$ cat src/rtl/interval_timer_ctrl.sv
// -----------------------------------------------------------------------------
// interval_timer_ctrl
//
// Programmable interval timer controller. A WIDTH-bit up-counter runs from 0 to
// a host-programmed terminal value. A prescaler paces the counter: it advances
// once every (prescale+1) clock cycles. One-shot and periodic modes are
// supported, together with start/pause/stop control and a sticky interrupt
// that the host acknowledges.
//
// Ports
//   clk            clock, all logic on the rising edge
//   reset          synchronous, active-high reset
//   start          level: begin a run from IDLE, or resume from PAUSED
//   pause          freeze counting while running
//   stop           abort to IDLE from any state (highest priority)
//   load_valid     write period/prescale/mode (accepted only while load_ready)
//   load_ready     high iff the controller is IDLE
//   load_period    terminal count value (count runs 0..period)
//   load_prescale  counter advances every (prescale+1) cycles
//   load_periodic  1 = auto-restart after expiry, 0 = one-shot
//   irq_ack        clears irq (a simultaneous expiry wins)
//   count          current count value
//   running        high iff the controller is in RUN
//   expired        one-cycle pulse per terminal count
//   irq            sticky interrupt, set on every expiry
// -----------------------------------------------------------------------------
module interval_timer_ctrl #(
    parameter int WIDTH      = 32,
    parameter int PRESCALE_W = 8
) (
    input  logic                  clk,
    input  logic                  reset,
    input  logic                  start,
    input  logic                  pause,
    input  logic                  stop,
    input  logic                  load_valid,
    output logic                  load_ready,
    input  logic [WIDTH-1:0]      load_period,
    input  logic [PRESCALE_W-1:0] load_prescale,
    input  logic                  load_periodic,
    input  logic                  irq_ack,
    output logic [WIDTH-1:0]      count,
    output logic                  running,
    output logic                  expired,
    output logic                  irq
);

    localparam logic [1:0] ST_IDLE   = 2'd0;
    localparam logic [1:0] ST_RUN    = 2'd1;
    localparam logic [1:0] ST_PAUSED = 2'd2;

    localparam logic [WIDTH-1:0]      CNT_ZERO = {WIDTH{1'b0}};
    localparam logic [WIDTH-1:0]      CNT_ONE  = {{(WIDTH-1){1'b0}}, 1'b1};
    localparam logic [PRESCALE_W-1:0] PRE_ZERO = {PRESCALE_W{1'b0}};
    localparam logic [PRESCALE_W-1:0] PRE_ONE  = {{(PRESCALE_W-1){1'b0}}, 1'b1};

    logic [1:0]            state_q,      state_d;
    logic [WIDTH-1:0]      count_q,      count_d;
    logic [PRESCALE_W-1:0] pre_cnt_q,    pre_cnt_d;
    logic [WIDTH-1:0]      period_q,     period_d;
    logic [PRESCALE_W-1:0] prescale_q,   prescale_d;
    logic                  periodic_q,   periodic_d;
    logic                  expired_q,    expired_d;
    logic                  irq_q,        irq_d;
    logic                  running_q,    running_d;
    logic                  load_ready_q, load_ready_d;
    logic                  tick_s;
    logic                  expire_s;

    // Next-state computation: control decode, prescaler, counter and irq.
    always_comb begin
        state_d    = state_q;
        count_d    = count_q;
        pre_cnt_d  = pre_cnt_q;
        period_d   = period_q;
        prescale_d = prescale_q;
        periodic_d = periodic_q;
        expired_d  = 1'b0;
        tick_s     = 1'b0;
        expire_s   = 1'b0;

        case (state_q)
            ST_IDLE: begin
                // Configuration is only writable here, so a run never sees
                // its parameters change underneath it.
                if (load_valid) begin
                    period_d   = load_period;
                    prescale_d = load_prescale;
                    periodic_d = load_periodic;
                end else begin
                    period_d   = period_q;
                    prescale_d = prescale_q;
                    periodic_d = periodic_q;
                end
                if (stop || pause) begin
                    state_d = ST_IDLE;
                end else if (start) begin
                    state_d   = ST_RUN;
                    count_d   = CNT_ZERO;
                    pre_cnt_d = PRE_ZERO;
                end else begin
                    state_d = ST_IDLE;
                end
            end

            ST_RUN: begin
                if (stop) begin
                    // count is left visible; the prescaler phase is discarded.
                    state_d   = ST_IDLE;
                    pre_cnt_d = PRE_ZERO;
                end else if (pause) begin
                    state_d = ST_PAUSED;
                end else begin
                    if (pre_cnt_q == prescale_q) begin
                        pre_cnt_d = PRE_ZERO;
                        tick_s    = 1'b1;
                    end else begin
                        pre_cnt_d = pre_cnt_q + PRE_ONE;
                        tick_s    = 1'b0;
                    end
                    // Wrap comes from the terminal compare, never from overflow,
                    // so an all-ones period still behaves as a full interval.
                    if (tick_s && (count_q == period_q)) begin
                        expire_s  = 1'b1;
                        expired_d = 1'b1;
                        count_d   = CNT_ZERO;
                        if (periodic_q) begin
                            state_d = ST_RUN;
                        end else begin
                            state_d = ST_IDLE;
                        end
                    end else if (tick_s) begin
                        count_d = count_q + CNT_ONE;
                    end else begin
                        count_d = count_q;
                    end
                end
            end

            ST_PAUSED: begin
                if (stop) begin
                    state_d   = ST_IDLE;
                    pre_cnt_d = PRE_ZERO;
                end else if (pause) begin
                    state_d = ST_PAUSED;
                end else if (start) begin
                    // Resume with both counters untouched so the prescaler
                    // phase carries straight on.
                    state_d = ST_RUN;
                end else begin
                    state_d = ST_PAUSED;
                end
            end

            default: begin
                // Unreachable encoding: fall back to a safe idle state.
                state_d   = ST_IDLE;
                pre_cnt_d = PRE_ZERO;
            end
        endcase

        // A new expiry takes precedence over an acknowledge in the same cycle
        // so that no event is ever lost.
        if (expire_s) begin
            irq_d = 1'b1;
        end else if (irq_ack) begin
            irq_d = 1'b0;
        end else begin
            irq_d = irq_q;
        end

        running_d    = (state_d == ST_RUN);
        load_ready_d = (state_d == ST_IDLE);
    end

    // State and output registers with synchronous reset.
    always_ff @(posedge clk) begin
        if (reset) begin
            state_q      <= ST_IDLE;
            count_q      <= CNT_ZERO;
            pre_cnt_q    <= PRE_ZERO;
            period_q     <= CNT_ZERO;
            prescale_q   <= PRE_ZERO;
            periodic_q   <= 1'b0;
            expired_q    <= 1'b0;
            irq_q        <= 1'b0;
            running_q    <= 1'b0;
            load_ready_q <= 1'b1;
        end else begin
            state_q      <= state_d;
            count_q      <= count_d;
            pre_cnt_q    <= pre_cnt_d;
            period_q     <= period_d;
            prescale_q   <= prescale_d;
            periodic_q   <= periodic_d;
            expired_q    <= expired_d;
            irq_q        <= irq_d;
            running_q    <= running_d;
            load_ready_q <= load_ready_d;
        end
    end

    assign count      = count_q;
    assign running    = running_q;
    assign expired    = expired_q;
    assign irq        = irq_q;
    assign load_ready = load_ready_q;

endmodule
$ cat config.mk
export PLATFORM = sky130hd
export DESIGN_NAME = interval_timer_ctrl
export DESIGN_NICKNAME = d
export VERILOG_FILES = /design/src/rtl/interval_timer_ctrl.sv
export SDC_FILE = /design/constraint.sdc
export NUM_CORES = 1
export LEC_CHECK = 0
export CORE_MARGIN = 2
export CORE_UTILIZATION = 55
export CTS_CLUSTER_DIAMETER = 40
export DETAILED_ROUTE_END_ITERATION = 10
export GPL_TIMING_DRIVEN = 0
export PLACE_DENSITY = 0.95
export RECOVER_POWER = 100
export SYNTH_ARGS = -nofsm -noshare
export SYNTH_HDL_FRONTEND = slang
export SYNTH_SLANG_ARGS = --single-unit
$ cat constraint.sdc
create_clock -name clk -period 5.1 [get_ports clk]
set_clock_uncertainty 0.2 [all_clocks]
set_input_delay 0.51 -clock clk [delete_from_list [all_inputs] [get_ports clk]]
set_output_delay 0.51 -clock clk [all_outputs]
set_load 0.03 [all_outputs]
==> results.py <==
metrics = {
    "outcome": {
        "status": "finished, final reports clean",
    },
    "cells_and_area": {
        "fin_cells": 700,
        "final_common_cell": "nand2_1",
        "multiInputGateArea_um2": 2240,
        "register_area_um2": 1740,
        "area_growth_pct": 25.2,
        "layout-drive-gt1-share_pct": 4.16,
        "layout_common_cells": "nand2_1 (100), dfxtp_1 (87), a21oi_1 (60)",
        "nets": 649,
        "diodes": 0,
        "fill_cells": 537,
    },
    "timing": {
        "tns_ns": 0,
        "min_period_over_period_pct": 64.7,
        "setup_viol_count_final": 0,
        "max_freq_mhz": 303,
        "finalHoldViolCount": 0,
        "period_needed_ns": 3.30,
        "tightest_slew_ns": 1.13,
        "slew_headroom_pct": 24.0,
        "grt_setup_unrepaired": "false",
        "setup_ws_ns": 1.80,
        "slew_viol_final": 0,
    },
    "grt": {
        "track_usage_pct": 27.6,
        "antenna_found_initial": 0,
        "grt_pass1_vias": 4087,
        "grt_overflow": 0,
        "grt_pass1_wl_um": 18400,
        "grt_max_degree": 13,
    },
    "clocking": {
        "clk_latency_ns": 0.37,
        "h-tree-depth": 3,
        "cts_tree": "done",
        "cts_max_path_buffers": 2,
        "cts.reportedPaths.clkPinSlew_ns": 0.08,
        "cts_buffers": 9,
        "cts_hold_buffers": 0,
        "ctsResizeCount": 0,
        "cts_root_buf": "clkbuf_8",
        "clock-sinks": 87,
        "cts_setup_buffers": 0,
    },
    "floorplanning": {
        "die_w_um": 91.2,
        "die_h_um": 91.2,
        "dieArea_um2": 8310,
        "num_rows": 31,
        "io_pins": 84,
        "start_util_pct": 57.3,
        "coreArea_um2": 7290,
    },
    "setup_path": {
        "startpoint_type": "register",
        "timing_worst_setup_path_type": "reg2reg",
        "cp_max_fo": 10,
        "crit_path_end_kind": "register",
        "crit_arrival_ns": 3.34,
        "required_ns": 5.14,
    },
    "pwr": {
        "power.leakage_nw": 1.94,
        "max-vdd-ir-drop_v": 0.000137,
        "power_density_nw_per_um2": 245,
    },
    "synth": {
        "synth_top_area_cell": "dfxtp_1",
        "ys_ff_latch": 87,
        "seq_area_frac_synth_pct": 41.7,
        "netlist_area_um2": 4180,
        "netlist_instances": 506,
        "yosys_warnings": 0,
        "syn_area_per_cell_um2": 8.26,
        "synthTopCellsByArea": "dfxtp_1 (42%), xnor2_1 (10%), nand2_1 (9.0%), a21oi_1 (7.2%), nor2_1 (3.2%)",
        "synth_cell_types": 45,
        "synth_fp_nets": 556,
        "synth_top_area_share_pct": 41.7,
    },
    "route": {
        "via_per_inst": 5.87,
        "via_count": 4110,
        "antenna_left": 0,
        "dr.pass1.iters": 6,
        "wl_um": 11300,
        "wl_per_cell_um": 16.1,
        "drt_iter0_markers": 357,
        "drc": 0,
    },
    "worst_hold_path": {
        "hold_class": "reg2reg",
    },
    "place": {
        "gp_congestion": 0.862,
        "placed_cells": 687,
        "numPortBuffers": 82,
        "hpwl_um": 8610,
        "dpl_worst_slack_ns": 2.28,
    },
    "job": {
        "cap_violations": 0,
    },
}
-- path summary, 6_finish.rpt --
path / slack (ns) / end / startpoint / depth (start not counted)
worst max-delay path: 1.80 / count[28]$_SDFFE_PP0P_ / pre_cnt_q[0]$_SDFFE_PP0P_ / 8
worst max register to register: 1.80 / count[28]$_SDFFE_PP0P_ / pre_cnt_q[0]$_SDFFE_PP0P_ / 8
worst min-delay path: 0.27 / period_q[31]$_SDFFE_PP0P_ / period_q[31]$_SDFFE_PP0P_ / 2
worst min register to register: 0.27 / period_q[31]$_SDFFE_PP0P_ / period_q[31]$_SDFFE_PP0P_ / 2
-- per-layer routing --
layer  global-route usage, %  vias up  wire (um)  share of wire [%]
met1                    31.7     1914       4350                 39
met5                       0        -          0                  0
met3                    5.06       38        878                7.8
li1                        -     1940          -                  -
met2                    47.0      218       5600                 50
met4                    17.6        0        439                3.9
-- synthesized netlist by cell type, drive strengths merged --
master and number:
o211ai 2, and3 14, clkbuf 15, o22ai 2, nand2b 5, nor2 37, nand4 20, inv 9
a311oi 1, nand4b 1, mux2i 4, ha 2, buf 13, nand4bb 1, nand2 100, nand3 17
or4 4, and3b 2, a21o 1, xor2 7, nor4bb 1, a31oi 1, and4 2, o21ai 5
dfxtp 87, or3 2, nand3b 3, o31ai 5, xnor2 48, a2111oi 3, a211oi 6, and2 4
nor4 3, a221o 9, a21oi 60, nor2b 3, nor3 7
-- kinds of logic after synthesis --
group | Yosys count | share of synthesized area, %
flops | 87 | 41.7
buf+inv | 37 | 4.16
xor+xnor | 55 | 11.5
mux | 4 | 0.958
compound gates | 95 | 14.2
simple gates | 226 | 26.9
fa+ha+maj | 2 | 0.599
-- stage by stage --
step / cell area (um^2) / hold WS, ns / power [W] / util (%)
2_1_floorplan: 4180 / 0.237 / 0.000820 / -
6_report: 5240 / 0.271 / 0.00128 / 71.8
4_1_cts: 5280 / 0.273 / 0.00128 / 72.4
3_5_place_dp: 5120 / 0.263 / 0.000886 / 70.3
3_3_place_gp: 5120 / 0.233 / 0.000880 / 70.3
5_1_grt: 5240 / 0.293 / 0.00133 / 71.8
-- cell type report --
| cell class | count | share of cell area [%] |
|---|---|---|
| buffer | 28 | 2.29 |
| clock buffer | 12 | 2.77 |
| clock inverter | 1 | 0.143 |
| inverter | 9 | 0.645 |
| multi-input combinational | 382 | 42.8 |
| sequential | 87 | 33.3 |
| tap | 99 | 2.37 |
| timing repair buffer | 82 | 15.7 |
-- registers in the layout, indices dropped and copies added (netlist names) --
| name | flops |
|---|---|
| count | 32 |
| expired | 1 |
| irq | 1 |
| load_ready | 1 |
| period_q | 32 |
| periodic_q | 1 |
| pre_cnt_q | 8 |
| prescale_q | 8 |
| running | 1 |
| state_q | 2 |
-- worst max-delay path, cell delays in order, from the launching register on --
cell and delay, ns:
dfxtp_1 0.48, xnor2_1 0.20, nand4_1 0.17, nor4_1 0.74
a31oi_1 0.29, clkbuf_1 0.30, nor2_1 0.31, clkbuf_1 0.38
nor2_1 0.10
-- where the power goes --
part           internal, W  switching [W]
Sequential        0.000700      0.0000178
Clock             0.000183       0.000231
Combinational    0.0000722      0.0000793
Total             0.000955       0.000328
Power figures use the tool's default switching activity.
